### src/rtl/req_sched.sv
// Round-robin owner scheduler: one requester at a time holds the shared resource
// until done, request drop or hold timeout; priority rotates past the last owner.
module req_sched #(
  parameter int unsigned N        = 4,
  parameter int unsigned MAX_HOLD = 15
) (
  input  logic                 clk,
  input  logic                 rst_n,
  input  logic [N-1:0]         req,
  input  logic [N-1:0]         done,
  output logic [N-1:0]         grant,
  output logic [$clog2(N)-1:0] owner,
  output logic                 busy,
  output logic                 timeout
);

  localparam int unsigned OW = $clog2(N);
  localparam int unsigned HW = $clog2(MAX_HOLD + 1);

  localparam logic [1:0] IDLE    = 2'd0;
  localparam logic [1:0] GRANT   = 2'd1;
  localparam logic [1:0] RELEASE = 2'd2;

  logic [1:0]    state;
  logic [OW-1:0] ptr;
  logic [HW-1:0] hold_cnt;
  logic          sel_found;
  logic [OW-1:0] sel_idx;
  logic [OW-1:0] next_ptr;
  int unsigned   cand;

  // First pending requester at or above ptr, wrapping modulo N.
  always_comb begin
    sel_found = 1'b0;
    sel_idx   = '0;
    cand      = 0;
    for (int unsigned i = 0; i < N; i++) begin
      cand = (32'(ptr) + i) % N;
      if (!sel_found && req[OW'(cand)]) begin
        sel_found = 1'b1;
        sel_idx   = OW'(cand);
      end
    end
  end

  always_comb begin
    next_ptr = '0;
    if (owner != OW'(N - 1)) next_ptr = owner + 1'b1;
  end

  always_ff @(posedge clk or negedge rst_n) begin
    if (!rst_n) begin
      state    <= IDLE;
      grant    <= '0;
      owner    <= '0;
      busy     <= 1'b0;
      timeout  <= 1'b0;
      ptr      <= '0;
      hold_cnt <= '0;
    end else begin
      case (state)
        IDLE: begin
          if (sel_found) begin
            grant    <= {{(N-1){1'b0}}, 1'b1} << sel_idx;
            owner    <= sel_idx;
            busy     <= 1'b1;
            hold_cnt <= HW'(1);
            state    <= GRANT;
          end
        end
        GRANT: begin
          // Voluntary release outranks the hold limit, so done on the last cycle is not a timeout.
          if (done[owner] || !req[owner]) begin
            grant <= '0;
            busy  <= 1'b0;
            state <= RELEASE;
          end else if (hold_cnt == HW'(MAX_HOLD)) begin
            grant   <= '0;
            busy    <= 1'b0;
            timeout <= 1'b1;
            state   <= RELEASE;
          end else begin
            hold_cnt <= hold_cnt + 1'b1;
          end
        end
        RELEASE: begin
          timeout <= 1'b0;
          ptr     <= next_ptr;
          state   <= IDLE;
        end
        default: state <= IDLE;
      endcase
    end
  end

endmodule

### config.mk
export PLATFORM = sky130hd
export DESIGN_NAME = req_sched
export DESIGN_NICKNAME = d
export VERILOG_FILES = /design/src/rtl/req_sched.sv
export SDC_FILE = /design/constraint.sdc
export NUM_CORES = 1
export LEC_CHECK = 0
export CORE_AREA = 2 2 46 48
export DETAILED_ROUTE_END_ITERATION = 7
export DIE_AREA = 0 0 48 50
export PLACE_DENSITY = 0.74
export SYNTH_ARGS = -nofsm -noshare
export SYNTH_HDL_FRONTEND = slang
export SYNTH_SLANG_ARGS = --single-unit
### constraint.sdc
create_clock -name clk -period 1.85 [get_ports clk]
set_input_delay 0.37 -clock clk [delete_from_list [all_inputs] [get_ports clk]]
set_output_delay 0.37 -clock clk [all_outputs]
set_load 0.01 [all_outputs]
==> Word level (Yosys, flattened, before mapping) <==
Cells that the tools add are included.
{ "word_totals": {"regBits": 16, "in_bits": 10, "output_inout_bits": 8, "elab_cells": 83} }
{ "classes": {"n_addsub": 5, "magnitude_cmp": 5, "n_eq_ne": 9, "n_shift": 1, "n_mux": 40, "reduce_logical": 16} }
{ "op_table": {"columns": ["op", "count"], "rows": [
  ["4-bit 2-to-1 mux", 6],
  ["2-bit 2-to-1 mux", 8],
  ["4-bit case mux with 2 select lines", 2],
  ["2-bit by 3-bit < comparator with 1-bit output, second input constant", 5],
  ["1-bit 2-to-1 mux", 15],
  ["1-bit binary-select mux with 2-bit select", 6],
  ["2-bit != test, second input constant", 5],
  ["3-bit AND reduction", 2],
  ["2-bit by 1-bit adder with 2-bit output, second input constant", 2],
  ["2-bit adder, second input constant", 2],
  ["4-bit by 1-bit adder with 4-bit output, second input constant", 1],
  ["4-bit == test, second input constant", 1],
  ["1-bit logical NOT", 4],
  ["1-bit case mux with 2 select lines", 2],
  ["2-bit case mux with 2 select lines", 1],
  ["2-bit AND reduction", 2],
  ["4-bit AND reduction", 1],
  ["2-bit nonzero test", 2],
  ["1-bit by 2-bit left shift with 4-bit output, first input constant", 1],
  ["1-bit logical AND", 3],
  ["3-bit != test, second input constant", 1],
  ["2-bit by 1-bit == test with 1-bit output, second input constant", 1],
  ["2-bit == test, second input constant", 1],
  ["2-bit logical NOT", 1],
  ["1-bit logical OR", 1]
]} }

==> Depth between registers and ports, before layout <==
{ "logic_depth": {"depth_word": 15, "ltp_mapped": 6, "depth_no_buf": 5} }

==> Least setup slack after synthesis <==
Ideal clock, no wire load.
{ "synth_path": {"kind": "flip-flop to flip-flop", "start": "reg owner[0]", "end": "reg grant[0]", "setup_time_ns": 0.122, "arrival_ns": 1.642, "required_time_ns": 1.728, "path_slack_ns": 0.086, "path_stages_with_launch": 4, "n_path_buf": 0, "period_less_slack_ns": 1.764, "cell_sequence": "dfrtp_1 mux4_2 a311o_2 a32o_1"} }
{ "synth_via": {"elab_chain_cells": 6, "word_cells_on_any_way": 10, "cone_classes": "1 x eq/ne; 6 x mux; 3 x reduce/logical"} }
{ "synth_rtl": {"columns": ["element", "line", "source"], "rows": [
  ["start: declaration", "12", "output logic [$clog2(N)-1:0] owner,"],
  ["start signal: assignment", "65", "owner <= sel_idx;"],
  ["1-bit binary-select mux with 2-bit select", "73", "if (done[owner] || !req[owner]) begin"],
  ["1-bit 2-to-1 mux (implied by the code)", "73", null],
  ["1-bit logical NOT", "73", null],
  ["1-bit logical OR *", "73", null],
  ["3-bit != test (no line) or 4-bit 2-to-1 mux (tied branches)", null, null],
  ["3-bit AND reduction (no line) or 4-bit case mux with 2 select lines (tied branches)", null, null],
  ["end signal: assignment", "64", "grant <= {{(N-1){1'b0}}, 1'b1} << sel_idx;"],
  ["end: declaration", "11", "output logic [N-1:0] grant,"]
]} }
Mark *: on every way between the ends. The rest lies on a longest branch, timed or not. The select of a mux whose other input is x is not followed.
A chain may end at the register's enable or synchronous reset.

==> Final worst setup path <==
{ "layout_path": {"start": "reg owner[0]", "end": "out owner[0]"} }
No word-level cell between the ends.

==> results.cfg <==
[final_layout]
antenna_cells = 0
layout_commonest_cell = dfrtp_1
utilization_pct = 63.82
synthToLayoutAreaGrowth_pct = 37.59
mostFrequentLayoutCells = dfrtp_1, buf_4, clkdlybuf4s50_1
final_cells = 145
final_nets = 131
layout-drive-gt1-share_pct = 22.88

[logic_synthesis]
synthCells = 85
synth_nets = 97
synth-xor-area-share_pct = 0
synthFlopType = dfrtp_1
synth-compound-area-share_pct = 20.28
netlist_area_um2 = 882.1
synth_adder_area_share_pct = 2.837
ys_seq_elements = 16
yosysSeqAreaShare_pct = 45.39
syn_avg_cell_area_um2 = 10.38
synth_edf_count = 0
yosys.area_share.simple_pct = 21.56
synth_mux_area_share_pct = 8.652
synth_top_family_by_area = simple AND/OR/NAND/NOR gates
yosysUniqueCellTypes = 32
synth-async-reset-ratio_pct = 100.0
ys.warnings.count = 0

[power_and_ir_drop]
p_seq_share_pct = 37.9
ir_drop_mv = 0.9792
p_int_mw = 1.065
p_sw_uw = 625.9
switching_share_pct = 37.03
p_per_area_nw_per_um2 = 1393
comb_power_share_pct = 48.6
p_leak_nw = 0.5369
power.share.clock_pct = 13.5
p_total_mw = 1.690

[clock_network]
htree_levels = 1
clock_path_buffers = 2
cts.reportedPaths.clkPinSlew_ns = 0.09
clk_latency_ns = 0.29
postCtsHoldBufs = 0
cts_tree = built
numCtsBuffers = 3
cts.sinks = 16
cts-root-buf = clkbuf_4

[setup_path]
slowest_delay_ns = 0.53
worst_path_max_delay_cell = clkdlybuf4s50_1
required_ns = 1.48
path_max_fanout = 4
crit_chain = buf_4 -> clkdlybuf4s50_1
worst_setup_path_start_kind = flop
end_kind = output port
arrival_ns = 1.38
crit_type = flop to output port

[hold_path]
min_path_type = primary input to asynchronous set/reset pin

[floorplanning]
die_area_um2 = 2400
io_pins = 18
die_height_um = 50
num_rows = 16
dieWidth_um = 48
core_um2 = 1902
start_util_pct = 46.38

[global_routing]
grt_max_degree = 17
antenna_found_initial = 0
grt_pass1_wl_um = 3401
track_usage_pct = 19.50
grt_pass1_vias = 756
gr-total-overflow = 0

[detailed_routing]
ant_nets = 0
firstDrtPassIters = 4
viasPerCell = 5.448
totalWireLength_um = 2012
drt_iter0_drc = 14
drc_errors = 0
wl_per_cell_um = 13.88
num_vias = 790

[timing]
finalSetupViolations = 0
whs_ns = 0.3963
min_period_ns = 1.753
relSlewSlack_pct = 76.22
finalHoldViolCount = 0
min_period_over_period_pct = 94.78
rsz0062_at_grt = false
worstMarginPinSlew_ns = 0.3567
fmax_mhz = 570.3
drv_slew = 0
skew_ns = 0.005390

[placed_design]
numPortBuffers = 17
dp_hpwl_um = 1582
dp_cells = 140
place_congestion = 0.8316

[run_status]
outcome = completed

[job]
cap_violations = 0
-- state kept, by name (all words and copies together) (netlist names) --
name	cells
grant	4
hold_cnt	4
timeout	1
busy	1
owner	2
state	2
ptr	2
-- cells in the mapped netlist (2+ instances only) --
master    count  share of area (%)
a31oi_1       2                1.4
o21ai_0       5                2.8
ha_1          2                2.8
dfrtp_1      16                 45
nand2_1       7                3.0
o31ai_1       2                1.7
nand3_1       3                1.7
mux2i_1       2                2.3
a21oi_1       3                1.7
mux4_2        2                5.1
nor2_1        5                2.1
nor2b_1       5                3.5
clkbuf_1      2               0.85
a32o_1        4                4.5
and3_1        2                1.4
nand2b_1      7                5.0
-- power groups by stage --
| stage | Combinational (mW) | Clock (mW) | Sequential [mW] |
|---|---|---|---|
| 6_report | 0.821 | 0.229 | 0.640 |
| 5_1_grt | 0.913 | 0.255 | 0.660 |
| 3_5_place_dp | 0.811 | 0 | 0.647 |
| 3_3_place_gp | 0.788 | 0 | 0.640 |
| 2_1_floorplan | 0.440 | 0 | 0.643 |
| 4_1_cts | 0.809 | 0.237 | 0.640 |
-- worst max-delay path: cells and delay by family, from the launching register on --
family                 cells  cell delay [ns]
buffers and inverters      2             0.69
flip-flops                 1             0.41
-- logic make-up after synthesis --
logic type	after synthesis
AND/OR/NAND/NOR	35
buffers and inverters	3
AO/OA/AOI/OAI	24
multiplexers	5
flip-flops	16
adder cells (fa/ha/maj)	2
-- what timing repair did --
action	CTS	global route
setup endpoints to repair	5	5
buffers inserted	0	1
gates cloned	0	0
resized for setup	7	1
pin swaps	2	1
-- metrics by stage --
step | cell area, um2 | setup slack [ns] | setup TNS (ns)
after global routing | 1214 | 0.02099 | 0
after CTS | 1204 | 0.0005953 | 0
after global placement | 1176 | -0.3191 | -3.364
after detailed placement | 1176 | -0.3455 | -3.689
after floorplan | 882.1 | 0.08598 | 0
final | 1214 | 0.09650 | 0
-- per-layer routing --
metal  vias to the layer above  GRT usage [%]  part of all wire (%)
met1                       387          26.74                    46
li1                        388              -                     -
met3                         0          5.861                   3.2
met4                         0          1.351                     0
met5                         -              0                     0
met2                        15          31.33                    51
-- layout make-up --
type,count,area [um2]
Fill cell,162,688.2
Multi-Input combinational cell,66,470.5
Sequential cell,16,400.4
Timing Repair Buffer,31,269.0
Clock buffer,4,36.28
Tap cell,27,33.78
Inverter,1,3.754
-- final timing paths --
kind                       startpoint     endpoint  slack (ns)  cells past startpoint
max                          owner[0]     owner[0]         0.1                      2
min                             rst_n  hold_cnt[2]        0.40                      2
max reg2reg                  owner[0]     grant[3]        0.15                      3
min reg2reg                      busy         busy        0.51                      2
max in group asynchronous       rst_n     grant[0]        1.27                      2
min in group clk                 busy         busy        0.51                      2
No activity file was read; power rests on OpenSTA's default activity.
